`config.mk`:
```
export PLATFORM = sky130hd
export DESIGN_NAME = alarm_sequencer
export DESIGN_NICKNAME = d
export VERILOG_FILES = /design/src/rtl/alarm_sequencer_pkg.sv /design/src/rtl/alarm_sequencer_tick_timer.sv /design/src/rtl/alarm_sequencer.sv
export SDC_FILE = /design/constraint.sdc
export NUM_CORES = 1
export LEC_CHECK = 0
export BUFFER_PORTS_ARGS = -buffer_cell sky130_fd_sc_hd__buf_4
export CAP_MARGIN = 20
export CORE_ASPECT_RATIO = 1.25
export CORE_MARGIN = 5
export CORE_UTILIZATION = 30
export DETAILED_ROUTE_END_ITERATION = 16
export GPL_ROUTABILITY_DRIVEN = 1
export PLACE_DENSITY_LB_ADDON = 0.12
export SLEW_MARGIN = 20
export SYNTH_ARGS = -nofsm -noshare
export SYNTH_HDL_FRONTEND = slang
export SYNTH_SLANG_ARGS = --single-unit
```
`constraint.sdc`:
```
create_clock -name iCLK -period 2.87 [get_ports iCLK]
set_input_delay 0.861 -clock iCLK [delete_from_list [all_inputs] [get_ports iCLK]]
set_output_delay 0.861 -clock iCLK [all_outputs]
set_load 0.005 [all_outputs]
```
`src/rtl/alarm_sequencer_pkg.sv`:
```
`default_nettype none
// ============================================================================
//  Module      : alarm_sequencer_pkg
//  Description : Shared state codes, default tick constants and small state
//                classification helpers for the alarm sequencer.
//  Revision    : 1.0 - initial release
// ============================================================================
package alarm_sequencer_pkg;

    // Width of the delay/siren down counter and of the strobe divider.
    localparam int unsigned c_timer_w = 12;
    localparam int unsigned c_div_w   = 4;

    // Default durations, in 50 ms ticks.
    localparam int unsigned c_default_exit_ticks  = 200;   // 10 s
    localparam int unsigned c_default_entry_ticks = 200;   // 10 s
    localparam int unsigned c_default_siren_ticks = 1200;  // 60 s
    localparam int unsigned c_default_strobe_div  = 4;

    // Externally visible state encoding; codes 6 and 7 are illegal.
    typedef enum logic [2:0] {
        DISARMED    = 3'd0,
        EXIT_DELAY  = 3'd1,
        ARMED       = 3'd2,
        ENTRY_DELAY = 3'd3,
        ALARM       = 3'd4,
        PANIC       = 3'd5
    } state_t;

    // States that run the delay/siren timer.
    function automatic logic is_timed(input state_t s);
        return (s == EXIT_DELAY) || (s == ENTRY_DELAY) || (s == ALARM);
    endfunction

    // States that drive the siren and strobe.
    function automatic logic is_sounding(input state_t s);
        return (s == ALARM) || (s == PANIC);
    endfunction

    // States shown on the armed indicator.
    function automatic logic is_armed(input state_t s);
        return (s == ARMED) || (s == ENTRY_DELAY) || (s == ALARM) || (s == PANIC);
    endfunction

endpackage
`default_nettype wire

```
`src/rtl/alarm_sequencer_tick_timer.sv`:
```
`default_nettype none
// ============================================================================
//  Module      : alarm_tick_timer
//  Description : Loadable tick-enabled down counter. Loading N makes the
//                expiry flag fire on the N-th tick after the load.
//  Revision    : 1.0 - initial release
// ============================================================================
module alarm_tick_timer #(
    parameter int unsigned WIDTH = 12
) (
    input  logic             clk,
    input  logic             rst,
    input  logic             load,
    input  logic [WIDTH-1:0] load_value,
    input  logic             run,
    input  logic             tick,
    output logic             expired
);

    logic [WIDTH-1:0] r_count;

    // Load has priority over counting; the count freezes while not running
    // and never wraps below zero.
    always_ff @(posedge clk) begin
        if (rst) begin
            r_count <= '0;
        end else if (load) begin
            r_count <= load_value;
        end else if (run && tick && (r_count != '0)) begin
            r_count <= r_count - WIDTH'(1);
        end
    end

    // Expiry is the tick that consumes the last remaining count.
    assign expired = run && tick && (r_count == WIDTH'(1));

endmodule
`default_nettype wire

```
`src/rtl/alarm_sequencer.sv`:
```
`default_nettype none
// ============================================================================
//  Module      : alarm_sequencer
//  Description : Intruder alarm controller: arm/disarm with exit and entry
//                delays, instant and delayed zones, timed siren, panic key,
//                sticky zone record and flashing strobe. All outputs are
//                registered and follow the sampled inputs by one clock.
//  Revision    : 1.0 - initial release
// ============================================================================
module alarm_sequencer
    import alarm_sequencer_pkg::*;
#(
    parameter int unsigned EXIT_TICKS  = c_default_exit_ticks,   // 1..4095
    parameter int unsigned ENTRY_TICKS = c_default_entry_ticks,  // 1..4095
    parameter int unsigned SIREN_TICKS = c_default_siren_ticks,  // 1..4095
    parameter int unsigned STROBE_DIV  = c_default_strobe_div    // 1..15
) (
    input  logic       iCLK,
    input  logic       iRST,
    input  logic       tick,
    input  logic       arm_key,
    input  logic       panic_key,
    input  logic [2:0] zone_sensor,
    output logic [2:0] state,
    output logic       siren_en,
    output logic       strobe,
    output logic [2:0] zone_latched,
    output logic       armed_led,
    output logic       disarmed_led
);

    localparam logic [c_timer_w-1:0] c_exit_load   = c_timer_w'(EXIT_TICKS);
    localparam logic [c_timer_w-1:0] c_entry_load  = c_timer_w'(ENTRY_TICKS);
    localparam logic [c_timer_w-1:0] c_siren_load  = c_timer_w'(SIREN_TICKS);
    localparam logic [c_div_w-1:0]   c_strobe_last = c_div_w'(STROBE_DIV - 1);

    state_t               r_state;
    state_t               w_next_state;
    logic                 r_arm_q;
    logic                 r_panic_q;
    logic                 w_arm_edge;
    logic                 w_panic_edge;
    logic                 w_instant_trip;
    logic                 w_entry_trip;
    logic                 w_expired;
    logic                 w_timer_load;
    logic                 w_timer_run;
    logic [c_timer_w-1:0] w_load_value;
    logic                 w_state_change;
    logic                 r_siren_en;
    logic                 r_armed_led;
    logic                 r_disarmed_led;
    logic [2:0]           r_zone_latched;
    logic                 r_strobe;
    logic [c_div_w-1:0]   r_strobe_div;

    // Key history; resets high so a key held through reset gives no edge.
    always_ff @(posedge iCLK) begin
        if (iRST) begin
            r_arm_q   <= 1'b1;
            r_panic_q <= 1'b1;
        end else begin
            r_arm_q   <= arm_key;
            r_panic_q <= panic_key;
        end
    end

    assign w_arm_edge     = arm_key & ~r_arm_q;
    assign w_panic_edge   = panic_key & ~r_panic_q;
    assign w_instant_trip = zone_sensor[1] | zone_sensor[2];
    assign w_entry_trip   = zone_sensor[0];

    // Next state: panic beats arm, arm beats zones, zones beat timer expiry.
    always_comb begin
        w_next_state = r_state;
        if (r_state > PANIC) begin
            w_next_state = DISARMED;
        end else if (w_panic_edge && (r_state != PANIC)) begin
            w_next_state = PANIC;
        end else if (w_arm_edge) begin
            w_next_state = (r_state == DISARMED) ? EXIT_DELAY : DISARMED;
        end else begin
            case (r_state)
                EXIT_DELAY: begin
                    if (w_expired) w_next_state = ARMED;
                end
                ARMED: begin
                    if (w_instant_trip)    w_next_state = ALARM;
                    else if (w_entry_trip) w_next_state = ENTRY_DELAY;
                end
                ENTRY_DELAY: begin
                    if (w_instant_trip || w_expired) w_next_state = ALARM;
                end
                ALARM: begin
                    if (w_expired) w_next_state = ARMED;
                end
                default: w_next_state = r_state;
            endcase
        end
    end

    assign w_state_change = (w_next_state != r_state);

    // Timer control: reload on every entry into a timed state.
    always_comb begin
        w_timer_load = w_state_change && is_timed(w_next_state);
        w_timer_run  = is_timed(r_state);
        case (w_next_state)
            EXIT_DELAY:  w_load_value = c_exit_load;
            ENTRY_DELAY: w_load_value = c_entry_load;
            ALARM:       w_load_value = c_siren_load;
            default:     w_load_value = '0;
        endcase
    end

    alarm_tick_timer #(
        .WIDTH (c_timer_w)
    ) u_timer (
        .clk        (iCLK),
        .rst        (iRST),
        .load       (w_timer_load),
        .load_value (w_load_value),
        .run        (w_timer_run),
        .tick       (tick),
        .expired    (w_expired)
    );

    // State register and the indicator outputs decoded from the next state.
    always_ff @(posedge iCLK) begin
        if (iRST) begin
            r_state        <= DISARMED;
            r_siren_en     <= 1'b0;
            r_armed_led    <= 1'b0;
            r_disarmed_led <= 1'b1;
        end else begin
            r_state        <= w_next_state;
            r_siren_en     <= is_sounding(w_next_state);
            r_armed_led    <= is_armed(w_next_state);
            r_disarmed_led <= (w_next_state == DISARMED) || (w_next_state == EXIT_DELAY);
        end
    end

    // Sticky zone record: cleared when a new exit delay starts, accumulates
    // while armed, holds otherwise (so the owner can see what tripped).
    always_ff @(posedge iCLK) begin
        if (iRST) begin
            r_zone_latched <= '0;
        end else if ((w_next_state == EXIT_DELAY) && (r_state != EXIT_DELAY)) begin
            r_zone_latched <= '0;
        end else if ((r_state == ARMED) || (r_state == ENTRY_DELAY) || (r_state == ALARM)) begin
            r_zone_latched <= r_zone_latched | zone_sensor;
        end
    end

    // Strobe: starts lit on entry to a sounding state, flips every
    // STROBE_DIV ticks, dark elsewhere.
    always_ff @(posedge iCLK) begin
        if (iRST) begin
            r_strobe     <= 1'b0;
            r_strobe_div <= '0;
        end else if (is_sounding(w_next_state)) begin
            if (w_state_change) begin
                r_strobe     <= 1'b1;
                r_strobe_div <= '0;
            end else if (tick) begin
                if (r_strobe_div == c_strobe_last) begin
                    r_strobe     <= ~r_strobe;
                    r_strobe_div <= '0;
                end else begin
                    r_strobe_div <= r_strobe_div + c_div_w'(1);
                end
            end
        end else begin
            r_strobe     <= 1'b0;
            r_strobe_div <= '0;
        end
    end

    assign state        = r_state;
    assign siren_en     = r_siren_en;
    assign strobe       = r_strobe;
    assign zone_latched = r_zone_latched;
    assign armed_led    = r_armed_led;
    assign disarmed_led = r_disarmed_led;

endmodule
`default_nettype wire

```
==> reports/metrics.cfg <==
[cts]
cts_made_buffers = 3
htreeDepth = 1
cts_resized = 0
cts_sinks = 28
cts_hold_buf = 0
clk_pin_slew_ns = 0.10
clock_latency_ns = 0.28
post_cts.repair.setup_buffers = 0
cts-root-buf = clkbuf_8
cts_tree = yes
cts_buffer_depth = 2

[logic_synthesis]
yosysSeqAreaShare_pct = 34.2
syn-cell-area_um2 = 1640
synth_top_area_share_pct = 34.2
async_flop_share_pct = 0
synthCells = 198
ys.warnings.count = 0
synth_ff_type = dfxtp_1
synth_edf_count = 0
synth_fp_nets = 210
ys_seq_elements = 28
synth_area_per_cell_um2 = 8.28
yosysTopAreaCell = dfxtp_1
synth_most_common_cell = dfxtp_1
yosysUniqueCellTypes = 49
synth.area.top_cells = dfxtp_1, nor2_1, nand2b_1
yosys-top-cells-count = dfxtp_1, nor2_1, a21oi_1

[outcome]
status = completed

[timing]
setup_viol = 0
final_hold_viol_count = 0
min_period_ns = 2.62
tns_ns = 0
drv_slew = 0
rsz0062_at_grt = false
max_freq_ghz = 0.381
period_share_pct = 91.5
relSlewSlack_pct = 68.8
worst_pin_slew_ns = 0.468
clock_skew_ns = 0.00753

[floorplan]
coreArea_um2 = 5370
dieArea_um2 = 7050
ioPinCount = 18
start_util_pct = 30.5
fp-row-count = 30
die_x_um = 76.1
chipHeight_um = 92.6

[global_route]
grt_max_degree = 24
grt_overflow = 0
track_usage_pct = 12.1
grt_pass1_vias = 1532
grt_pass1_wl_mm = 7.12
antenna_found_initial = 0

[detailed_routing]
post_drt_wl_per_cell_um = 14.2
vias_per_cell = 5.15
first_pass_iters = 4
antenna_left = 0
initialDrtViolationCount = 72
wirelength_mm = 4.08
drc = 0
dr_total_vias = 1484

[critical_path]
crit_type = register to register
cp-end-kind = register
crit_arrival_ns = 2.81
startpoint_type = register
cp_max_fo = 6
worstPathRequired_ns = 3.06

[placed_design]
gp_congestion = 0.778
port_buffers = 17
place_hpwl_mm = 3.13

[cells_and_area]
area_growth_pct = 20.3
drive_above_1_share_pct = 21.0
antenna_cells = 0
nets = 237

[power]
powerDensity_nw_per_um2 = 663
leakagePower_nw = 0.756
power.total_w = 0.00131
irDropWorstVdd_mv = 0.227

[worst_hold_path]
hp-class = register to register

[flow_run]
cap_violations = 0

==> layout make-up <==
type / instances / area [um^2]
clock inverter: 1 / 30.0
sequential: 28 / 561
timing repair buffer: 31 / 233
inverter: 5 / 18.8
fill: 572 / 3400
tap: 64 / 80.1
multi-input combinational: 156 / 1010
clock buffer: 3 / 41.3
==> flip-flops by register name, indices dropped and copies added (netlist names) <==
register	cells
zone_latched	3
r_strobe_div	4
state	3
siren_en	1
disarmed_led	1
r_arm_q	1
u_timer.r_count	12
strobe	1
r_panic_q	1
armed_led	1
==> stage by stage <==
| stage | utilization, % | hold slack (ns) | instance area, um^2 | std cells | setup WS, ns |
|---|---|---|---|---|---|
| 2_1_floorplan | - | 0.460 | 1640 | 198 | 0.0814 |
| 3_3_place_gp | 35.4 | 0.453 | 1900 | 284 | 0.130 |
| 3_5_place_dp | 35.4 | 0.456 | 1900 | 284 | 0.117 |
| 4_1_cts | 36.7 | 0.483 | 1970 | 288 | 0.232 |
| 5_1_grt | 36.7 | 0.546 | 1970 | 288 | 0.0771 |
| 6_report | 36.7 | 0.476 | 1970 | 288 | 0.245 |
==> layer usage <==
layer / global-route usage, % / vias up / share of wire, %
met5: 0 / - / 0
met4: 3.94 / 0 / 0.71
met3: 2.43 / 2 / 3.4
met2: 22.2 / 14 / 52
met1: 13.8 / 698 / 44
li1: - / 770 / -
==> power breakdown <==
| group | total, W | internal, W | leakage, nW | switching (W) |
|---|---|---|---|---|
| Combinational | 0.000508 | 0.000229 | 0.491 | 0.000279 |
| Clock | 0.000318 | 0.000187 | 0.0357 | 0.000131 |
| Sequential | 0.000481 | 0.000438 | 0.229 | 0.0000431 |
| Total | 0.00131 | 0.000853 | 0.756 | 0.000453 |
==> critical path: stages, from the launching register on <==
cell and delay, ns:
dfxtp_1 0.37, or3_1 0.46, nor4_4 0.43, o2bb2ai_1 0.16, a31o_1 0.27, mux2_4 0.34
or4_1 0.41, o311ai_1 0.09
==> kinds of logic after synthesis <==
kind of cell               synth area share [%]
and+or+nand+nor                            31.5
AOI/OAI and AO/OA                          18.2
DFF                                        34.2
buffers and inverters                      4.27
xor gates and xnor gates                   6.41
adders and majority gates                  3.05
muxes                                      2.37
==> placed cells by master (no fill, tap or decap), types with 7 or more instances in the layout <==
cell / Yosys / routed
buf_4: 0 / 31
dfxtp_1: 28 / 28
o21ai_0: 8 / 8
nand2b_1: 10 / 10
xnor2_1: 7 / 7
nand3_1: 7 / 7
nand2_1: 9 / 9
nor2_1: 21 / 21
nor3_1: 11 / 11
a21oi_1: 12 / 12
==> worst paths after layout <==
check	from	end	slack, ns	cells after the start
setup / recovery	u_timer.r_count[4]$_SDFFE_PP0P_	u_timer.r_count[3]$_SDFFE_PP0P_	0.25	7
hold / removal	zone_latched[1]$_SDFFE_PP0P_	zone_latched[1]$_SDFFE_PP0P_	0.48	2
setup reg to reg	u_timer.r_count[4]$_SDFFE_PP0P_	u_timer.r_count[3]$_SDFFE_PP0P_	0.25	7
hold reg to reg	zone_latched[1]$_SDFFE_PP0P_	zone_latched[1]$_SDFFE_PP0P_	0.48	2
Power figures use the tool's default switching activity.
